### config.mk
export PLATFORM = sky130hd
export DESIGN_NAME = uart_mmio
export DESIGN_NICKNAME = d
export VERILOG_FILES = /design/src/rtl/uart_mmio.sv
export SDC_FILE = /design/constraint.sdc
export NUM_CORES = 1
export LEC_CHECK = 0
export CAP_MARGIN = 10
export CORE_MARGIN = 10
export CORE_UTILIZATION = 55
export CTS_BUF_LIST = sky130_fd_sc_hd__clkbuf_16
export CTS_CLUSTER_DIAMETER = 200
export DETAILED_ROUTE_END_ITERATION = 7
export GPL_TIMING_DRIVEN = 0
export PLACE_DENSITY = 0.77
export SETUP_SLACK_MARGIN = 0.2
export SLEW_MARGIN = 20
export SYNTH_ARGS = -nofsm -noshare
export SYNTH_HDL_FRONTEND = slang
export SYNTH_SLANG_ARGS = --single-unit
### constraint.sdc
create_clock -name clk -period 8.31 [get_ports clk]
set_input_delay 1.662 -clock clk [delete_from_list [all_inputs] [get_ports clk]]
set_output_delay 1.662 -clock clk [all_outputs]
set_load 0.01 [all_outputs]
### src/rtl/uart_mmio.sv
// uart_mmio: memory-mapped UART front end with TX/RX byte FIFOs,
// a TX launch FSM feeding an external serializer, and a level irq.
// Ports: clk, rst (async active-low); CPU bus address, write_data,
// write_enable, read_enable, read_data, read_valid; serializer side
// tx_data, tx_start, tx_busy, baud_max; receiver side rx_data,
// rx_valid; irq.
module uart_mmio #(
    parameter int          TX_DEPTH   = 16,
    parameter int          RX_DEPTH   = 16,
    parameter logic [31:0] BASE_ADDR  = 32'h10010000,
    parameter logic [15:0] BAUD_RESET = 16'h3
) (
    input  logic        clk,
    input  logic        rst,
    input  logic [31:0] address,
    input  logic [31:0] write_data,
    input  logic        write_enable,
    input  logic        read_enable,
    output logic [31:0] read_data,
    output logic        read_valid,
    output logic [7:0]  tx_data,
    output logic        tx_start,
    input  logic        tx_busy,
    input  logic [7:0]  rx_data,
    input  logic        rx_valid,
    output logic [15:0] baud_max,
    output logic        irq
);

    localparam int TAW = $clog2(TX_DEPTH);
    localparam int RAW = $clog2(RX_DEPTH);
    localparam logic [TAW:0] TX_CAP = (TAW + 1)'(TX_DEPTH);
    localparam logic [RAW:0] RX_CAP = (RAW + 1)'(RX_DEPTH);

    typedef enum logic [1:0] {
        T_IDLE, T_LAUNCH, T_GUARD, T_WAIT
    } tx_state_t;

    tx_state_t state, state_n;

    // Bus decode
    logic       hit;
    logic [1:0] off;
    logic       wr_hit, rd_hit;
    logic       unused_bits;

    assign hit    = (address[31:4] == BASE_ADDR[31:4]);
    assign off    = address[3:2];
    assign wr_hit = hit & write_enable;
    assign rd_hit = hit & read_enable;
    assign unused_bits = ^{address[1:0], write_data[31:16]};

    // TX FIFO
    logic [7:0]   tx_mem [TX_DEPTH];
    logic [TAW-1:0] tx_wr, tx_rd;
    logic [TAW:0] tx_count;
    logic         tx_empty, tx_full;
    logic         tx_req, tx_push, tx_pop;

    assign tx_empty = (tx_count == '0);
    assign tx_full  = (tx_count == TX_CAP);
    assign tx_req   = wr_hit & (off == 2'd0);
    // A full FIFO still accepts when the FSM frees a slot this cycle.
    assign tx_push  = tx_req & (~tx_full | tx_pop);

    // RX FIFO
    logic [7:0]   rx_mem [RX_DEPTH];
    logic [RAW-1:0] rx_wr, rx_rd;
    logic [RAW:0] rx_count;
    logic         rx_empty, rx_full;
    logic         rx_push, rx_pop;

    assign rx_empty = (rx_count == '0);
    assign rx_full  = (rx_count == RX_CAP);
    assign rx_pop   = rd_hit & (off == 2'd0) & ~rx_empty;
    assign rx_push  = rx_valid & (~rx_full | rx_pop);

    // Control and sticky flags
    logic rx_irq_en, tx_irq_en;
    logic rx_overrun, tx_overflow;
    logic err_clr, ovr_set, ovf_set;

    assign err_clr = wr_hit & (off == 2'd2) & write_data[8];
    assign ovr_set = rx_valid & ~rx_push;
    assign ovf_set = tx_req & ~tx_push;

    logic tx_active;
    assign tx_active = (state != T_IDLE) | tx_busy;

    // FSM next state
    always_comb begin
        state_n = state;
        tx_pop  = 1'b0;
        unique case (state)
            T_IDLE: begin
                if (!tx_empty && !tx_busy) begin
                    state_n = T_LAUNCH;
                    tx_pop  = 1'b1;
                end
            end
            T_LAUNCH: state_n = T_GUARD;
            T_GUARD:  state_n = T_WAIT;
            T_WAIT: begin
                if (!tx_busy)
                    state_n = T_IDLE;
            end
            default: state_n = T_IDLE;
        endcase
    end

    // Decoded from state so reset removes the pulse immediately.
    assign tx_start = (state == T_LAUNCH);

    always_ff @(posedge clk or negedge rst) begin
        if (!rst) begin
            state   <= T_IDLE;
            tx_data <= 8'h0;
        end else begin
            state <= state_n;
            if (tx_pop)
                tx_data <= tx_mem[tx_rd];
        end
    end

    // FIFO storage carries no reset; occupancy defines validity.
    always_ff @(posedge clk) begin
        if (tx_push)
            tx_mem[tx_wr] <= write_data[7:0];
        if (rx_push)
            rx_mem[rx_wr] <= rx_data;
    end

    always_ff @(posedge clk or negedge rst) begin
        if (!rst) begin
            tx_wr    <= '0;
            tx_rd    <= '0;
            tx_count <= '0;
        end else begin
            if (tx_push)
                tx_wr <= tx_wr + 1'b1;
            if (tx_pop)
                tx_rd <= tx_rd + 1'b1;
            case ({tx_push, tx_pop})
                2'b10:   tx_count <= tx_count + 1'b1;
                2'b01:   tx_count <= tx_count - 1'b1;
                default: tx_count <= tx_count;
            endcase
        end
    end

    always_ff @(posedge clk or negedge rst) begin
        if (!rst) begin
            rx_wr    <= '0;
            rx_rd    <= '0;
            rx_count <= '0;
        end else begin
            if (rx_push)
                rx_wr <= rx_wr + 1'b1;
            if (rx_pop)
                rx_rd <= rx_rd + 1'b1;
            case ({rx_push, rx_pop})
                2'b10:   rx_count <= rx_count + 1'b1;
                2'b01:   rx_count <= rx_count - 1'b1;
                default: rx_count <= rx_count;
            endcase
        end
    end

    // Registers; a set wins over a same-cycle clear.
    always_ff @(posedge clk or negedge rst) begin
        if (!rst) begin
            rx_irq_en   <= 1'b0;
            tx_irq_en   <= 1'b0;
            rx_overrun  <= 1'b0;
            tx_overflow <= 1'b0;
            baud_max    <= BAUD_RESET;
        end else begin
            if (wr_hit && off == 2'd2) begin
                rx_irq_en <= write_data[0];
                tx_irq_en <= write_data[1];
            end
            if (wr_hit && off == 2'd3)
                baud_max <= write_data[15:0];
            if (ovr_set)
                rx_overrun <= 1'b1;
            else if (err_clr)
                rx_overrun <= 1'b0;
            if (ovf_set)
                tx_overflow <= 1'b1;
            else if (err_clr)
                tx_overflow <= 1'b0;
        end
    end

    // Read path
    logic [31:0] rd_val;

    always_comb begin
        rd_val = 32'h0;
        case (off)
            2'd0: rd_val = rx_empty ? 32'h0 : {24'h0, rx_mem[rx_rd]};
            2'd1: rd_val = {25'h0, tx_overflow, rx_overrun, tx_active,
                            tx_full, tx_empty, rx_full, ~rx_empty};
            2'd2: rd_val = {30'h0, tx_irq_en, rx_irq_en};
            2'd3: rd_val = {16'h0, baud_max};
            default: rd_val = 32'h0;
        endcase
    end

    always_ff @(posedge clk or negedge rst) begin
        if (!rst) begin
            read_data  <= 32'h0;
            read_valid <= 1'b0;
        end else begin
            read_valid <= rd_hit;
            if (rd_hit)
                read_data <= rd_val;
        end
    end

    always_ff @(posedge clk or negedge rst) begin
        if (!rst)
            irq <= 1'b0;
        else
            irq <= (rx_irq_en & ~rx_empty)
                 | (tx_irq_en & tx_empty & (state == T_IDLE))
                 | rx_overrun | tx_overflow;
    end

endmodule
# Word level (Yosys, flattened, before mapping)

Memories as Yosys holds them, arrays and structs flattened. A register that Yosys moved wholly into a read port is not among the register bits.
Index checks and enable logic that the tools add are counted.
W data, S select, Z words.

Flip-flop bits (word level): 82
RAM bits: 256
Input bits: 78
Word-level logic and storage cells: 97
Memories: 2

$add $sub $neg: 8
Eq/ne operators: 15
Mux-type cells: 16
Bitwise operators: 25
Reduce and logical (&&, ||, !) cells: 16

Memory list:

| name   | depth | bits a word | read ports | clocked after Yosys merged registers in | write ports | line | text |
|---|---|---|---|---|---|---|---|
| rx_mem | 16    | 8           | 1          | 0                                       | 1           | 67   | `logic [7:0] rx_mem [RX_DEPTH];` |
| tx_mem | 16    | 8           | 1          | 1                                       | 1           | 54   | `logic [7:0] tx_mem [TX_DEPTH];` |

Operator list:

| kind                   | number |
|---|---|
| $pmux W32 S4           | 1 |
| $eq A28 B25 Y1 const B | 1 |
| $pmux W5 S2            | 2 |
| $add A4 B1 Y4 const B  | 4 |
| $and A1 B1 Y1          | 14 |
| $eq A2 B2 Y1 const B   | 6 |
| $add A5 B1 Y5 const B  | 2 |
| $eq A5 B5 Y1 const B   | 2 |
| $logic_not A5 Y1       | 2 |
| $reduce_bool A2 Y1     | 5 |
| $sub A5 B1 Y5 const B  | 2 |
| $mux W1                | 9 |
| $eq A2 B1 Y1 const B   | 4 |
| $mux W8                | 1 |
| $pmux W2 S4            | 1 |
| $or A1 B1 Y1           | 6 |
| $not A1 Y1             | 5 |
| $logic_not A2 Y1       | 2 |
| $mux W2                | 2 |
| $ne A2 B2 Y1 const B   | 2 |
| $logic_and A1 B1 Y1    | 3 |
| $logic_not A1 Y1       | 3 |
| $reduce_and A2 Y1      | 1 |

# Longest topological paths before layout

Gate-level depths: netlist of the first run.

Depth after elaboration: 10
Depth in mapped cells: 11

# Least setup slack after synthesis of the first run

No wires, ideal clock.

Kind: input port to flip-flop
From: input port address[6]
To: register rx_count[4]
Setup time: 138 ps
Arrival time: 3784 ps
Data required time: 8172 ps
Slack: 4388 ps
Stages on the path: 9
Cell sequence: nor4_1 > nand4_1 > nor4_1 > ha_1 > a21o_1 > a21o_1 > nor3_1 > o21bai_1 > a21oi_1

Cells in the longest elaborated chain, start to end: 8
Elaborated cells on any way between the ends: 10
Classes of those cells: 3 x eq/ne; 1 x mux; 5 x bitwise; 1 x reduce/logical

Ends and longest elaborated chain:

| element                                           | line | text |
|---|---|---|
| start, declared                                   | 15   | `input logic [31:0] address,` |
| $eq A28 B25 Y1 *                                  | 47   | `assign hit = (address[31:4] == BASE_ADDR[31:4]);` |
| $and A1 B1 Y1 *                                   | 50   | `assign rd_hit = hit & read_enable;` |
| $and A1 B1 Y1 * (2 in series)                     | 75   | `assign rx_pop = rd_hit & (off == 2'd0) & ~rx_empty;` |
| $or A1 B1 Y1                                      | 76   | `assign rx_push = rx_valid & (~rx_full \| rx_pop);` |
| $and A1 B1 Y1                                     | 76   |  |
| $eq A2 B1 Y1 or $eq A2 B2 Y1 (tied branches)      | 161  | `case ({rx_push, rx_pop})` |
| $pmux W5 S2 or $reduce_bool A2 Y1 (tied branches) | -    |  |
| end signal, assigned                              | 162  | `2'b10: rx_count <= rx_count + 1'b1;` |
| end signal, assigned                              | 163  | `2'b01: rx_count <= rx_count - 1'b1;` |
| end signal, assigned                              | 164  | `default: rx_count <= rx_count;` |
| end, declared                                     | 69   | `logic [RAW:0] rx_count;` |

Mark *: on every way between the ends. The rest lies on a longest branch, timed or not.
A chain may end at the register's enable or synchronous reset.

# Worst setup path in the final report of the first run

From: input port address[5]
To: register rx_count[4]

Same word-level chain as after synthesis.

==> results of run 1 <==
metrics by stage:
step,std cells,hold WS (ps),power [mW],setup WS [ps]
global route,1271,517,4.45,3610
global placement,1208,453,2.86,2660
finish,1271,465,4.28,3910
CTS,1271,468,4.32,3880
floorplan,783,468,2.60,4390
detailed placement,1211,455,2.89,3360
kinds of logic after synthesis:
kind of cell | count (synthesis) | share of synthesized area
xor gates and xnor gates | 19 | 0.0120
and+or+nand+nor | 163 | 0.0585
adders and majority gates | 23 | 0.0219
other | 1 | 0.000271
DFF | 330 | 0.690
AOI/OAI and AO/OA | 47 | 0.0231
buffers and inverters | 64 | 0.0267
muxes | 121 | 0.168
critical path: stages:
cell and delay, ps:
clkdlybuf4s50_1 390, nor4_1 390, nand4_1 250, nor4_1 870, ha_1 420, a21o_1 170, a21o_1 200, nor3_1 180
o21bai_1 140, a21oi_1 80
per-layer routing:
metal  wire length (um)  vias up
li1                   -     3293
met1              11700     3706
met4                443        0
met5                  0        -
met2              16000      214
met3               1490       34
state kept, by name, indices dropped and copies added, names as in the netlist, 5 cells and up:
| name | flops |
|---|---|
| rx_count | 5 |
| rx_mem | 128 |
| tx_count | 5 |
| read_data | 16 |
| tx_mem | 128 |
| baud_max | 16 |
| tx_data | 8 |
area by class of cell:
cell class,instances,area (sq um)
multi-input combinational,389,4020
clock buffer,37,926
fill,1635,8100
inverter,11,41.3
clock inverter,23,130
sequential,330,9540
tap,324,405
buffer,53,328
timing repair buffer,104,1040
where the power goes:
part	leakage, nW	internal (mW)	total (mW)	switching [mW]
registers	3.26	1.92	1.99	0.0671
clock network	0.555	0.832	1.43	0.594
logic	2.16	0.443	0.870	0.427
total	5.97	3.19	4.28	1.09
worst paths after layout:
path                                 endpoint  slack [ps]  cells after the start
max in group asynchronous         baud_max[1]        6490                      2
min in group asynchronous            state[0]        1150                      1
worst max-delay path              rx_count[4]        3910                     10
worst min-delay path            read_data[15]         470                      2
worst min register to register  read_data[15]         470                      2
worst max register to register    rx_count[4]        5310                      9
placed cells by master (no fill, tap or decap), types with 3 or more instances in the layout:
cell,netlist,routed
edfxtp_1,256,256
clkdlybuf4s50_1,0,100
dfrtp_1,72,72
nand2_1,55,55
mux4_2,54,54
nor2_1,44,44
clkbuf_16,0,37
mux2_2,30,30
buf_4,19,22
mux4_1,22,22
ha_1,21,21
inv_1,11,20
clkbuf_1,16,16
xnor2_1,16,16
conb_1,1,16
o21ai_0,15,15
nand3_1,15,15
a21oi_1,10,10
nor3_2,1,9
buf_2,9,9
mux2_4,8,8
nor4_1,7,7
mux2i_1,7,7
clkinv_1,0,7
nand2b_1,6,6
nand4_1,5,5
buf_1,5,5
a221oi_1,5,5
a21o_1,5,5
clkinv_2,0,4
and3_1,3,3
nor2b_1,3,3
nor3_1,11,3
xor2_1,3,3
==> results_dict.tcl, run 1 <==
set metrics [dict create \
    ys_top_cells_by_area "edfxtp_1 56%, dfrtp_1 13%, mux4_2 8.8%" \
    start_kind "primary input" \
    gp_congestion 0.838 \
    antenna_found_initial 0 \
    slew-limit-headroom 0.353 \
    grt_pass1_wl_um 45500 \
    die_w_um 179 \
    wire_per_inst_um 23.3 \
    crit_start "address[5]" \
    synthTopCellsByCount "256 x edfxtp_1, 72 x dfrtp_1, 55 x nand2_1" \
    cap_violations 0 \
    period_share 0.530 \
    setup-tns-final_ps 0 \
    tightest_slew_ps 961 \
    worstHoldPathType "register to register" \
    seq_area_frac_synth 0.690 \
    min_from "read_data[15]" \
    gr-max-usage-layer "met2" \
    period_needed_ps 4400 \
    use_met3 0.0304 \
    clock.fmax_ghz 0.227 \
    diodes 0 \
    via_per_inst 5.70 \
    worst_ep_arrival_time_ps 4760 \
    syn_area_sq_um 13800 \
    yosysWarnings 0 \
    timing.rr.start "rx_count[4]" \
    drt_iter0_drc 529 \
    cts_tree "built" \
    vdd_drop_max_mv 0.197 \
    ios 137 \
    synth_top_area_frac 0.556 \
    hold_violations 0 \
    maxSlewViolCount 0 \
    synth_cell_types 55 \
    ant_nets 0 \
    grt_max_degree 40 \
    htree_levels 2 \
    clk_path_buf_depth 3 \
    drive_above_1_share 0.207 \
    first_global_vias 7604 \
    fin_util 0.670 \
    postPlaceCellArea_sq_um 15400 \
    die_area_sq_um 31900 \
    power.leakage_nw 5.97 \
    status "finished, final reports clean" \
    final_nets 1025 \
    use_met2 0.338 \
    grt_usage 0.189 \
    syn_inst 768 \
    rsz0062_at_grt "false" \
    start_util 0.564 \
    synth_edf_count 256 \
    portBuffers 101 \
    hpwlAfterDp_um 20400 \
    syn_area_per_cell_sq_um 18.0 \
    post-cts-setup-buffers 0 \
    syn_to_final_growth_pct 18.8 \
    die_y_um 179 \
    cts_buffers 35 \
    drc 0 \
    critPathKind "primary input to register" \
    required_ps 8670 \
    cts_resized 0 \
    cts-root-buf "clkbuf_16" \
    finalInstanceArea_sq_um 16400 \
    firstDrtPassIters 5 \
    wl_um 29600 \
    cts.clk_slew.worst_paths_ps 60 \
    vias 7247 \
    clk_latency_ps 500 \
    overflow 0 \
    yosysTopAreaCell "edfxtp_1" \
    ys_ff_latch 330 \
    async_flop_share 0.224 \
    yosys_most_used_dff "edfxtp_1" \
    worst_setup_path_end_kind "register" \
    num_rows 57 \
    core_area_sq_um 24500 \
    setup_viol 0 \
    worst_clock_skew_ps 13.3 \
    critPathMaxFanout 5 \
    power.density_nw_per_um2 261 \
    synth.most_common_cell "edfxtp_1" \
    cts.sinks 330 \
    hold_buffers 0 \
    use_met1 0.236 \
]
Power figures use the tool's default switching activity.
==> inputs of run 2 (changes only) <==
==> constraint.sdc (replaced) <==
create_clock -name clk -period 4.14 [get_ports clk]
set_input_delay 0.828 -clock clk [delete_from_list [all_inputs] [get_ports clk]]
set_output_delay 0.828 -clock clk [all_outputs]
set_load 0.01 [all_outputs]
==> results of run 2 <==
The final DEF is identical to that of run 1. Status: finished, final reports clean.
Among the figures that moved: setup slack after placement 3360 ps -> 28.0 ps; setup slack after layout 3910 ps -> 571 ps; hold slack 465 ps -> 319 ps; register-to-register setup slack 5310 ps -> 1140 ps; total power 4.28 mW -> 8.59 mW; worst IR drop on VDD 0.197 mV -> 0.396 mV
